File: src/rtl/muldiv_seq_pkg.sv
`default_nettype none
// ============================================================================
// Module  : muldiv_seq_pkg
// Purpose : Shared types for the iterative RV32M multiply/divide sequencer.
//           Operation codes follow the RV32M funct3 ordering so the decoder
//           can pass funct3 straight through. Bit 2 set means divide,
//           and for divides bit 1 set selects the remainder.
// Revision: 1.0 - initial release
// ============================================================================
package muldiv_seq_pkg;

  typedef enum logic [2:0] {
    MD_MUL    = 3'd0,
    MD_MULH   = 3'd1,
    MD_MULHSU = 3'd2,
    MD_MULHU  = 3'd3,
    MD_DIV    = 3'd4,
    MD_DIVU   = 3'd5,
    MD_REM    = 3'd6,
    MD_REMU   = 3'd7
  } md_op_e;

  typedef enum logic [1:0] {
    ST_IDLE = 2'd0,
    ST_CALC = 2'd1,
    ST_FIX  = 2'd2,
    ST_DONE = 2'd3
  } md_state_e;

endpackage : muldiv_seq_pkg
`default_nettype wire

File: src/rtl/muldiv_seq.sv
`default_nettype none
// ============================================================================
// Module  : muldiv_seq
// Purpose : Iterative multiply/divide unit for RV32M. Runs XLEN steps of
//           shift-add multiply or restoring divide on operand magnitudes,
//           then applies a sign correction and presents a registered result.
// Ports   : clk      - system clock, rising edge
//           rst      - asynchronous active-high reset
//           start    - launch an operation (ignored while busy)
//           md_code  - operation select (md_op_e encoding)
//           op1/op2  - rs1/rs2 operands, sampled with start
//           flush    - abort whatever is in flight, return to idle
//           busy     - operation in flight, pipeline must stall
//           done     - one-cycle pulse, result valid
//           result   - registered result, held until the next accepted start
// Revision: 1.0 - initial release
// ============================================================================
module muldiv_seq
  import muldiv_seq_pkg::*;
#(
  parameter int XLEN = 32
) (
  input  logic            clk,
  input  logic            rst,
  input  logic            start,
  input  logic [2:0]      md_code,
  input  logic [XLEN-1:0] op1,
  input  logic [XLEN-1:0] op2,
  input  logic            flush,
  output logic            busy,
  output logic            done,
  output logic [XLEN-1:0] result
);

  localparam int CW = $clog2(XLEN);
  localparam logic [CW-1:0]   C_LAST    = CW'(XLEN - 1);
  localparam logic [XLEN-1:0] C_INT_MIN = {1'b1, {(XLEN-1){1'b0}}};

  // Two's-complement magnitude of a value that may be signed.
  function automatic logic [XLEN-1:0] mag(input logic [XLEN-1:0] v,
                                          input logic            is_signed);
    mag = (is_signed && v[XLEN-1]) ? (~v + 1'b1) : v;
  endfunction

  md_state_e         r_state;
  md_state_e         w_next;
  md_op_e            r_code;
  logic [CW-1:0]     r_cnt;
  logic [2*XLEN-1:0] r_prod;   // multiply: product; divide: low half is dividend/quotient
  logic [XLEN:0]     r_rem;    // divide partial remainder
  logic [XLEN-1:0]   r_mcand;  // multiplicand or divisor magnitude
  logic              r_neg;    // result must be negated in FIX
  logic [XLEN-1:0]   r_result;

  md_op_e            w_op;
  logic              w_accept;
  logic              w_sgn1;
  logic              w_sgn2;
  logic              w_neg1;
  logic              w_neg2;
  logic              w_div0;
  logic              w_ovf;
  logic              w_shortcut;
  logic [XLEN-1:0]   w_short_val;
  logic [XLEN:0]     w_mul_sum;
  logic [XLEN+1:0]   w_shift;
  logic [XLEN+1:0]   w_trial;
  logic [2*XLEN-1:0] w_prod_fix;
  logic [XLEN-1:0]   w_quo_fix;
  logic [XLEN-1:0]   w_rem_fix;

  assign w_op     = md_op_e'(md_code);
  assign w_accept = start && !flush && (r_state == ST_IDLE || r_state == ST_DONE);

  assign w_sgn1 = (w_op == MD_MULH) || (w_op == MD_MULHSU) ||
                  (w_op == MD_DIV)  || (w_op == MD_REM);
  assign w_sgn2 = (w_op == MD_MULH) || (w_op == MD_DIV) || (w_op == MD_REM);
  assign w_neg1 = w_sgn1 && op1[XLEN-1];
  assign w_neg2 = w_sgn2 && op2[XLEN-1];

  // Divide corner cases resolved at accept time without iterating.
  assign w_div0 = md_code[2] && (op2 == '0);
  assign w_ovf  = ((w_op == MD_DIV) || (w_op == MD_REM)) &&
                  (op1 == C_INT_MIN) && (op2 == '1);
  assign w_shortcut = w_div0 || w_ovf;

  always_comb begin
    w_short_val = '0;
    if (w_div0) begin
      w_short_val = md_code[1] ? op1 : '1;
    end else if (w_ovf) begin
      w_short_val = md_code[1] ? '0 : C_INT_MIN;
    end
  end

  // Shift-add step: conditionally add multiplicand to the upper half, then
  // shift the whole product right, keeping the carry out of the add.
  assign w_mul_sum = {1'b0, r_prod[2*XLEN-1:XLEN]} +
                     (r_prod[0] ? {1'b0, r_mcand} : '0);

  // Restoring step: bring the next dividend bit into the remainder and try
  // subtracting the divisor; the extra top bit flags a negative trial.
  assign w_shift = {r_rem, r_prod[XLEN-1]};
  assign w_trial = w_shift - {2'b00, r_mcand};

  assign w_prod_fix = r_neg ? (~r_prod + 1'b1) : r_prod;
  assign w_quo_fix  = r_neg ? (~r_prod[XLEN-1:0] + 1'b1) : r_prod[XLEN-1:0];
  assign w_rem_fix  = r_neg ? (~r_rem[XLEN-1:0] + 1'b1) : r_rem[XLEN-1:0];

  // State register.
  always_ff @(posedge clk or posedge rst) begin
    if (rst) begin
      r_state <= ST_IDLE;
    end else begin
      r_state <= w_next;
    end
  end

  // Next-state logic.
  always_comb begin
    w_next = r_state;
    if (flush) begin
      w_next = ST_IDLE;
    end else begin
      case (r_state)
        ST_IDLE, ST_DONE: begin
          if (w_accept) begin
            w_next = w_shortcut ? ST_DONE : ST_CALC;
          end else begin
            w_next = ST_IDLE;
          end
        end
        ST_CALC: begin
          if (r_cnt == C_LAST) begin
            w_next = ST_FIX;
          end
        end
        ST_FIX:  w_next = ST_DONE;
        default: w_next = ST_IDLE;
      endcase
    end
  end

  // Datapath.
  always_ff @(posedge clk or posedge rst) begin
    if (rst) begin
      r_code   <= MD_MUL;
      r_cnt    <= '0;
      r_prod   <= '0;
      r_rem    <= '0;
      r_mcand  <= '0;
      r_neg    <= 1'b0;
      r_result <= '0;
    end else if (w_accept) begin
      r_code  <= w_op;
      r_cnt   <= '0;
      r_prod  <= {{XLEN{1'b0}}, mag(op1, w_sgn1)};
      r_rem   <= '0;
      r_mcand <= mag(op2, w_sgn2);
      // Remainder takes the dividend's sign; everything else the XOR.
      r_neg   <= (w_op == MD_REM) ? w_neg1 : (w_neg1 ^ w_neg2);
      if (w_shortcut) begin
        r_result <= w_short_val;
      end
    end else if (r_state == ST_CALC && !flush) begin
      r_cnt <= r_cnt + 1'b1;
      if (r_code[2]) begin
        if (!w_trial[XLEN+1]) begin
          r_rem  <= w_trial[XLEN:0];
          r_prod <= {r_prod[2*XLEN-1:XLEN], r_prod[XLEN-2:0], 1'b1};
        end else begin
          r_rem  <= w_shift[XLEN:0];
          r_prod <= {r_prod[2*XLEN-1:XLEN], r_prod[XLEN-2:0], 1'b0};
        end
      end else begin
        r_prod <= {w_mul_sum, r_prod[XLEN-1:1]};
      end
    end else if (r_state == ST_FIX && !flush) begin
      if (r_code[2]) begin
        r_result <= r_code[1] ? w_rem_fix : w_quo_fix;
      end else if (r_code == MD_MUL) begin
        r_result <= w_prod_fix[XLEN-1:0];
      end else begin
        r_result <= w_prod_fix[2*XLEN-1:XLEN];
      end
    end
  end

  assign busy   = (r_state == ST_CALC) || (r_state == ST_FIX);
  assign done   = (r_state == ST_DONE);
  assign result = r_result;

endmodule : muldiv_seq
`default_nettype wire

File: config.mk
export PLATFORM = sky130hd
export DESIGN_NAME = muldiv_seq
export DESIGN_NICKNAME = d
export VERILOG_FILES = /design/src/rtl/muldiv_seq_pkg.sv /design/src/rtl/muldiv_seq.sv
export SDC_FILE = /design/constraint.sdc
export NUM_CORES = 1
export LEC_CHECK = 0
export ABC_CLOCK_PERIOD_IN_PS = 7000
export BUFFER_PORTS_ARGS = -buffer_cell sky130_fd_sc_hd__buf_2
export CORE_AREA = 5 5 210 212
export DETAILED_ROUTE_END_ITERATION = 12
export DIE_AREA = 0 0 215 217
export PLACE_DENSITY = 0.59
export SETUP_SLACK_MARGIN = 0.5
export SLEW_MARGIN = 20
export SYNTH_ARGS = -nofsm -noshare
export SYNTH_HDL_FRONTEND = slang
export SYNTH_SLANG_ARGS = --single-unit
File: constraint.sdc
create_clock -name clk -period 7 [get_ports clk]
set_input_delay 0.7 -clock clk [delete_from_list [all_inputs] [get_ports clk]]
set_output_delay 0.7 -clock clk [all_outputs]
set_load 0.01 [all_outputs]
=== Word-level counts from Yosys, hierarchy flattened ===
Cells that the tools add are included.

* Output and inout bits: 34
* Bits in registers: 172

* Reductions and logical operators: 29
* Equal/unequal tests: 14
* $add $sub $neg: 8
* Bitwise gates (word level): 6
* Multiplexer cells: 33

{| class="wikitable"
|+ Operators by type and width
! kind !! number
|-
| 2-to-1 mux 32 bit || 16
|-
| 2-to-1 mux 64 bit || 4
|-
| 2-to-1 mux 33 bit || 4
|-
| adder 32 x 1 -> 32 bit, second input constant || 4
|-
| NOT 32 bit || 4
|-
| adder 64 x 1 -> 64 bit, second input constant || 1
|-
| == test 32 bit, second input constant || 2
|-
| NOT 64 bit || 1
|-
| subtractor 34 x 32 -> 34 bit || 1
|-
| adder 32 x 32 -> 33 bit || 1
|-
| zero test 32 bit || 1
|-
| 2-to-1 mux 5 bit || 2
|-
| logical AND 1 bit || 9
|-
| logical OR 1 bit || 9
|-
| 2-to-1 mux 2 bit || 4
|-
| == test 3 bit, second input constant || 2
|-
| case mux 2 bit (3 select lines) || 1
|-
| nonzero test 2 bit || 3
|-
| adder 5 x 1 -> 5 bit, second input constant || 1
|-
| == test 5 bit, second input constant || 1
|-
| == test 2 bit, second input constant || 2
|-
| != test 2 x 1 -> 1 bit, second input constant || 2
|-
| AND reduction 2 bit || 2
|-
| == test 3 x 1 -> 1 bit, second input constant || 1
|-
| other kinds (11) || 12
|}

=== Depth between registers and ports, before layout ===
Gate-level depths: netlist of the first run.

* Word-level depth: 9
* Mapped depth: 14
* Depth with buffers taken out: 13

=== Worst setup path before layout of the first run ===
No wires, ideal clock.

* Path kind: reg2reg
* Start point: register r_prod[0]
* End point: register r_result[20] (netlist: result[20])
* Library setup time: 0.134 ns
* Path slack: 3.479 ns
* Stages on the path, launching flop included: 13
* Buffers on the path: 1
* Arrival: 3.387 ns
* Clock period less this slack: 3.521 ns
* Path through: dfrtp_1 -> inv_1 -> buf_1 -> ha_1 -> or3b_2 -> nor4_2 -> nand4_1 -> or2_2 -> nor3_1 -> mux2i_1 -> nor2_1 -> a2111oi_0 -> o21ai_0

* Word-level cells in the longest chain between the ends: 8

{| class="wikitable"
|+ RTL lines
! what !! RTL line !! source
|-
| from (decl) || muldiv_seq.sv:49 || <nowiki>logic [2*XLEN-1:0] r_prod;</nowiki>
|-
| from (signal assigned) || muldiv_seq.sv:157 || <nowiki>r_prod <= {{XLEN{1'b0}}, mag(op1, w_sgn1)};</nowiki>
|-
| from (signal assigned) || muldiv_seq.sv:170 || <nowiki>r_prod <= {r_prod[2*XLEN-1:XLEN], r_prod[XLEN-2:0], 1'b1};</nowiki>
|-
| from (signal assigned) || muldiv_seq.sv:173 || <nowiki>r_prod <= {r_prod[2*XLEN-1:XLEN], r_prod[XLEN-2:0], 1'b0};</nowiki>
|-
| NOT 64 bit or NOT 32 bit (tied branches) || muldiv_seq.sv:106, muldiv_seq.sv:107 ||
|-
| adder 64 x 1 -> 64 bit or adder 32 x 1 -> 32 bit (tied branches) || muldiv_seq.sv:106, muldiv_seq.sv:107 ||
|-
| 2-to-1 mux 64 bit or 2-to-1 mux 32 bit (tied branches) || muldiv_seq.sv:106, muldiv_seq.sv:107 ||
|-
| 2-to-1 mux 32 bit (on tied branches) || muldiv_seq.sv:181, muldiv_seq.sv:180 ||
|-
| 2-to-1 mux 32 bit (*) || muldiv_seq.sv:179 || <nowiki>if (r_code[2]) begin</nowiki>
|-
| 2-to-1 mux 32 bit (*) || muldiv_seq.sv:178 || <nowiki>end else if (r_state == ST_FIX && !flush) begin</nowiki>
|-
| 2-to-1 mux 32 bit (*) || muldiv_seq.sv:165 || <nowiki>end else if (r_state == ST_CALC && !flush) begin</nowiki>
|-
| 2-to-1 mux 32 bit (*) || muldiv_seq.sv:154 || <nowiki>end else if (w_accept) begin</nowiki>
|-
| to (signal assigned) || muldiv_seq.sv:180 || <nowiki>r_result <= r_code[1] ? w_rem_fix : w_quo_fix;</nowiki>
|-
| to (signal assigned) || muldiv_seq.sv:182 || <nowiki>r_result <= w_prod_fix[XLEN-1:0];</nowiki>
|-
| to (signal assigned) || muldiv_seq.sv:184 || <nowiki>r_result <= w_prod_fix[2*XLEN-1:XLEN];</nowiki>
|-
| to (decl) || muldiv_seq.sv:53 || <nowiki>logic [XLEN-1:0] r_result;</nowiki>
|}

Every way passes the cells marked *; elsewhere a longest branch is shown, timed or not. The select of a mux whose other input is x is not followed.
A chain may end at the register's enable or synchronous reset.

=== Worst setup path after layout of the first run ===
* Start point: register r_rem[7]
* End point: register r_prod[0]

* Word-level cells in the longest chain between the ends: 5

{| class="wikitable"
|+ RTL lines
! what !! RTL line !! source
|-
| from (decl) || muldiv_seq.sv:50 || <nowiki>logic [XLEN:0] r_rem;</nowiki>
|-
| from (signal assigned) || muldiv_seq.sv:169 || <nowiki>r_rem <= w_trial[XLEN:0];</nowiki>
|-
| from (signal assigned) || muldiv_seq.sv:172 || <nowiki>r_rem <= w_shift[XLEN:0];</nowiki>
|-
| subtractor 34 x 32 -> 34 bit || muldiv_seq.sv:104 || <nowiki>assign w_trial = w_shift - {2'b00, r_mcand};</nowiki>
|-
| 2-to-1 mux 1 bit || muldiv_seq.sv:168 || <nowiki>if (!w_trial[XLEN+1]) begin</nowiki>
|-
| 2-to-1 mux 64 bit || muldiv_seq.sv:167 || <nowiki>if (r_code[2]) begin</nowiki>
|-
| 2-to-1 mux 64 bit || muldiv_seq.sv:165 ||
|-
| 2-to-1 mux 64 bit || muldiv_seq.sv:154 ||
|}

Every way passes these cells. The select of a mux whose other input is x is not followed.

==> impl_metrics.csv, run 1 <==
group,metric,value,unit
global_route,antenna_found_initial,0,
power,ir_worst_vdd,0.000139,V
drt,drt_iter0_drc,1590,
drt,drtPass1Iterations,5,
yosys,synthArstFlopShare,100,%
floorplan,die_w,215,um
placed_design,place_inst,2506,
floorplan,die_height,217,um
yosys,yosysMostFrequentCell,"nand2_1",
setup_path,r2r_start,"r_rem[7]",
sta,finalHoldViolCount,0,
cells_and_area,multi_input_area,0.0103,mm2
yosys,synthTopCellsByArea,"dfrtp_1, o21ai_0, ha_1, xor2_1, nand2_1",
cts,ctsResizeCount,0,
cts,clockBufferDepth,2,
cells_and_area,n_fill_cell,4283,
cells_and_area,final_util,40.4,%
sta,rsz0062_at_grt,"no",
cells_and_area,n_antenna_cell,0,
drt,wirelength,53100,um
yosys,synth_seq_cells,172,
sta,timing.final.crit_share,59.6,%
cts,cts_tree,"built",
setup_path,r2r-end,"r_prod[0]",
cells_and_area,finalNonFillerCells,2538,
sta,post-route-min-period,4.18,ns
floorplan,ioPinCount,105,
yosys,synth_edf_count,0,
drt,ant_nets,0,
cts,cts_hold_buf,0,
floorplan,start_util,36.6,%
sta,slew_viol_final,0,
cts,cts_setup_buffers,0,
yosys,mappedNetlistNets,2096,
setup_path,critPathLaunchType,"flop",
flow_run,max-cap-violations,0,
sta,tns,0,ns
setup_path,arrival,4.55,ns
setup_path,endpoint,"r_prod[0]",
yosys,syn_area,0.0153,mm2
yosys,ys_seq_area_share,28.2,%
cells_and_area,layout-drive-gt1-share,9.70,%
cts,cts-root-buf,"clkbuf_16",
drt,avgViaCountPerCell,5.90,
yosys,synth_top_area_share,28.2,%
setup_path,crit_required,7.38,ns
yosys,synth_commonest_cells,"nand2_1, o21ai_0, dfrtp_1",
drt,drc,0,
global_route,gr-total-overflow,0,
cts,htreeDepth,4,
cts,clock_sinks,172,
floorplan,row_count,75,
yosys,yosysUniqueCellTypes,75,
setup_path,cp-end-kind,"flop",
setup_path,path_common_cell,"and3_1",
cells_and_area,area_growth,10.3,%
worst_hold_path,worst_hold_path_type,"in2async",
floorplan,core,0.0418,mm2
placed_design,io_buffers,104,
setup_path,max_stage_delay,0.89,ns
cts,clk_latency,0.48,ns
global_route,grt_max_degree,92,
cts,clk_pin_slew,0.07,ns
global_route,grt_pass1_wl,82400,um
setup_path,crit_slowest_cell,"xor2_4",
sta,relSlewSlack,25.7,%
cells_and_area,finish.net_count,2133,
power,power_leakage,0.00726,uW
floorplan,dieArea,0.0467,mm2
drt,post_drt_wl_per_cell,20.9,um
yosys,synth_top_cell_by_area,"dfrtp_1",
setup_path,r2r_cells,10,
power,power.density,366,mW/mm2
setup_path,cp_cell_sequence,"ha_1 -> and3_1 -> and3_1 -> a2111oi_0 -> nor2_1 -> o211ai_1 -> o2bb2ai_1 -> xor2_4 -> mux2i_1 -> o21ai_0",
yosys,synthCells,1949,
yosys,avgSynthCellArea,7.84,um2
placed_design,place_hpwl,40700,um
sta,max_freq,0.240,GHz
sta,worst-slew-pin-transition,1.11,ns
sta,clock_skew,0.0210,ns
sta,finalSetupViolCount,0,
setup_path,r2r_slack,2.82,ns
global_route,grtUsageTotal,22.3,%
global_route,grt_pass1_vias,14200,
status,outcome,"complete, no violations",
drt,routed-via-count,15000,
yosys,synth_top_flop_cell,"dfrtp_1",
setup_path,cp_max_fo,27,
cts,numCtsBuffers,17,
yosys,yosys_warnings,0,
setup_path,setup.worst_path.class,"reg2reg",
cells_and_area,final-seq-area,0.00431,mm2
setup_path,crit_start,"r_rem[7]",
placed_design,globalplace.congestion,0.938,
[how the worst min path moves through the flow]
| stage | start | end | slack (ns) | cells after the start |
|---|---|---|---|---|
| after floorplan | r_mcand[10] | r_mcand[10] | 0.45 | 2 |
| after global placement | r_mcand[7] | r_mcand[7] | 0.46 | 2 |
| after detailed placement | result[11] | result[11] | 0.47 | 2 |
| after CTS | rst | result[0] | 0.24 | 2 |
| after global routing | rst | result[8] | 0.27 | 2 |
| final | rst | result[8] | 0.24 | 2 |
[logic make-up (layout without fill, tap and decap cells)]
kind of cell,Yosys count,after routing,share of synthesized area (%)
AND/OR/NAND/NOR,657,657,20.4
AO/OA/AOI/OAI,608,608,25.5
XOR/XNOR,195,195,11.2
buffers and inverters,180,230,4.46
flip-flops,172,172,28.2
adder cells (fa/ha/maj),76,76,6.32
multiplexers,61,61,4.01
[power breakdown]
part / total [uW] / internal [uW] / switching, uW
Combinational: 3390 / 1250 / 2150
Clock: 1010 / 546 / 460
Sequential: 1780 / 1320 / 452
[state kept, by name, summed over array words and instances (netlist names)]
register  count
r_state       2
r_rem        33
r_code        3
r_prod       64
r_cnt         5
r_mcand      32
result       32
r_neg         1
[cell usage in the layout, fill, tap and decap left out, types with 28 or more instances in the layout]
| cell | synthesis | routed |
|---|---|---|
| nor3_1 | 42 | 42 |
| nand2_1 | 242 | 242 |
| buf_2 | 5 | 104 |
| nand2b_1 | 28 | 28 |
| a21oi_1 | 113 | 113 |
| nor2_1 | 153 | 152 |
| o31ai_1 | 37 | 37 |
| ha_1 | 74 | 74 |
| dfrtp_1 | 172 | 170 |
| inv_1 | 72 | 70 |
| xor2_1 | 105 | 104 |
| nand3_1 | 31 | 31 |
| o21ai_0 | 222 | 222 |
| mux2i_1 | 59 | 59 |
| a211oi_1 | 38 | 38 |
| xnor2_1 | 90 | 90 |
[routing by layer]
metal	wire, um	track usage [%]	share of wire [%]	up-vias
li1	-	-	-	7167
met1	24700	31.7	46	7184
met2	23500	34.8	44	562
met3	3370	3.31	6.3	67
met4	1560	7.51	2.9	0
met5	0	0	0	-
[final cells by class]
class | instances | area share [%]
Clock buffer | 20 | 2.71
Clock inverter | 12 | 0.816
Inverter | 73 | 1.65
Multi-Input combinational cell | 1597 | 61.3
Sequential cell | 172 | 25.5
Tap cell | 539 | 4.00
Timing Repair Buffer | 125 | 4.02
[worst max-delay path, delay by kind of cell, from the launching register on]
| family | cells | cell delay (ns) |
|---|---|---|
| AO/OA/AOI/OAI | 4 | 1.31 |
| XOR/XNOR | 1 | 0.89 |
| adder cells (fa/ha/maj) | 1 | 0.42 |
| flip-flops | 1 | 0.46 |
| multiplexers | 1 | 0.34 |
| AND/OR/NAND/NOR | 3 | 0.63 |
[stage by stage]
| stage | setup WS (ns) | total power (uW) | hold slack (ns) | instance area, um2 |
|---|---|---|---|---|
| floorplan | 1.64 | 4040 | 0.450 | 15300 |
| global placement | 2.65 | 5090 | 0.463 | 16300 |
| detailed placement | 2.67 | 5130 | 0.469 | 16300 |
| CTS | 2.81 | 6160 | 0.238 | 16900 |
| global route | 2.54 | 6620 | 0.269 | 16900 |
| finish | 2.82 | 6170 | 0.239 | 16900 |
No activity file was read; power rests on OpenSTA's default activity.
==> inputs of run 2 (changes only) <==
- ABC_CLOCK_PERIOD_IN_PS: 7000 -> 3600
- PLACE_DENSITY: 0.59 -> 0.61
- clock period: 7 -> 3.6 ns (I/O delays scaled with it)
==> impl_metrics.csv, run 2 (synthesis results as in run 1) <==
group,metric,value,unit
sta,post-route-min-period,3.33,ns
sta,relSlewSlack,30.5,%
drt,drt_iter0_drc,1722,
sta,finalHoldViolCount,1,
setup_path,crit_buf_inv,0,
global_route,grt_max_degree,108,
placed_design,io_buffers,104,
sta,worst-slew-pin-transition,1.04,ns
cts,numCtsBuffers,17,
global_route,gr-total-overflow,0,
global_route,antenna_found_initial,0,
cells_and_area,area_growth,25.8,%
setup_path,critPathLaunchType,"flop",
floorplan,die_w,215,um
setup_path,arrival,3.68,ns
cells_and_area,n_antenna_cell,0,
setup_path,crit_required,3.95,ns
floorplan,row_count,75,
drt,post_drt_wl_per_cell,21.5,um
power,ir_worst_vdd,0.000385,V
power,p_sw,6650,uW
sta,tns,0,ns
cells_and_area,layout_commonest_cell,"nand2_1",
drt,avgViaCountPerCell,5.90,
cells_and_area,layout-drive-gt1-share,22.7,%
global_route,grt_pass1_wl,86100,um
drt,drc,0,
cts,clk_latency,0.47,ns
setup_path,cp-end-kind,"flop",
worst_hold_path,worst_hold_path_type,"in2async",
sta,clock_skew,0.0146,ns
power,seq_power_share,24.0,%
floorplan,die_height,217,um
cells_and_area,finish.net_count,2276,
floorplan,core,0.0418,mm2
cts,clockBufferDepth,2,
drt,ant_nets,0,
setup_path,path_common_cell,"or4_4",
cells_and_area,largest-register,"r_prod",
cts,cts-root-buf,"clkbuf_16",
drt,routed-via-count,15800,
sta,layout_setup_ws,0.271,ns
cells_and_area,largestRegisters,"r_prod x64, r_rem x33",
setup_path,setup.worst_path.class,"reg2reg",
setup_path,max_stage_delay,0.55,ns
power,comb_power_share,59.9,%
setup_path,cp_cell_sequence,"or4_4 -> or4_4 -> or4_4 -> or3_4 -> o21ai_2 -> xor2_1 -> a211oi_2 -> a211oi_2 -> o21ai_1",
floorplan,ioPinCount,105,
placed_design,dpl_worst_slack,0.0547,ns
cts,cts_tree,"built",
floorplan,start_util,36.6,%
cts,htreeDepth,4,
cts,clock_sinks,172,
power,power.density,722,mW/mm2
power,p_clk_share,16.1,%
floorplan,dieArea,0.0467,mm2
sta,worst_hold_slack,-0.000244,ns
global_route,grtUsageTotal,23.2,%
global_route,grt_pass1_vias,15000,
drt,drtPass1Iterations,5,
flow_run,max-cap-violations,0,
sta,slew_viol_final,0,
sta,timing.final.crit_share,92.5,%
cells_and_area,largest_register_ffs,64,
sta,finalSetupViolCount,0,
sta,max_freq,0.300,GHz
sta,rsz0062_at_grt,"yes",
power,total_power,13900,uW
placed_design,place_hpwl,42700,um
status,outcome,"complete, but fails checks",
placed_design,globalplace.congestion,0.956,
cells_and_area,final_cell_mix,"nand2_1, o21ai_0, dfrtp_1",
setup_path,critPathTopFamily,"simple AND/OR/NAND/NOR gates",
setup_path,cp_max_fo,5,
power,power_leakage,0.00822,uW
drt,wirelength,57700,um
setup_path,crit_slowest_cell,"or4_4",
status,violations,"hold timing",
cells_and_area,final_util,46.1,%
power,intPower,7250,uW
power,switching_share,47.9,%
cts,clk_pin_slew,0.07,ns
[run 2: final timing paths]
path / to / depth (start not counted) / start / slack (ns)
hold / removal: r_rem[5] / 3 / rst / -0.0002
setup / recovery: result[21] / 9 / r_prod[5] / 0.27
min in group clk: r_prod[0] / 3 / op1[0] / 0.17
max in group asynchronous: r_neg / 3 / rst / 2.97
setup reg to reg: result[21] / 9 / r_prod[5] / 0.27
hold reg to reg: r_mcand[11] / 2 / r_mcand[11] / 0.48
[run 2: per-layer routing]
| metal | vias to the layer above | routed length [um] | track usage (%) |
|---|---|---|---|
| met5 | - | 0 | 0 |
| met4 | 0 | 1880 | 7.62 |
| met3 | 106 | 4510 | 4.38 |
| met2 | 692 | 25800 | 36.5 |
| met1 | 7588 | 25500 | 32.2 |
| li1 | 7445 | - | - |
[run 2: through the flow]
step | hold WS (ns) | instances | area (um2)
2_1_floorplan | 0.426 | 1949 | 15400
3_3_place_gp | 0.464 | 2607 | 17100
3_5_place_dp | 0.470 | 2607 | 17100
4_1_cts | 0.0155 | 2653 | 18300
5_1_grt | 0.0348 | 2681 | 19200
6_report | -0.000244 | 2681 | 19200
[run 2: layout make-up]
| cell class | count | area, um2 |
|---|---|---|
| clock buffer | 18 | 429 |
| clock inverter | 14 | 255 |
| fill | 4059 | 22500 |
| inverter | 73 | 288 |
| multi-input combinational | 1598 | 11300 |
| sequential | 172 | 4310 |
| tap | 539 | 674 |
| timing repair buffer | 267 | 1970 |
[run 2: tightest hold or removal path, cell delays in order]
cell        delay (ns)
buf_2             0.11
clkinvlp_4        0.10
buf_12            0.31
[run 2: repair_timing]
action	CTS	global route
cloned	2	4
setup buffers	12	24
pin swaps	23	58
endpoints found under the setup margin	76	77
hold buffers	0	0
gates resized for setup	85	170
[run 2: power by group through the flow]
stage	combinational, uW	sequential [uW]	clock (uW)
after floorplan	4770	3140	0
after global placement	7240	3280	0
after detailed placement	7310	3300	0
after CTS	7630	3280	2260
after global routing	8990	3420	2330
final	8330	3340	2230
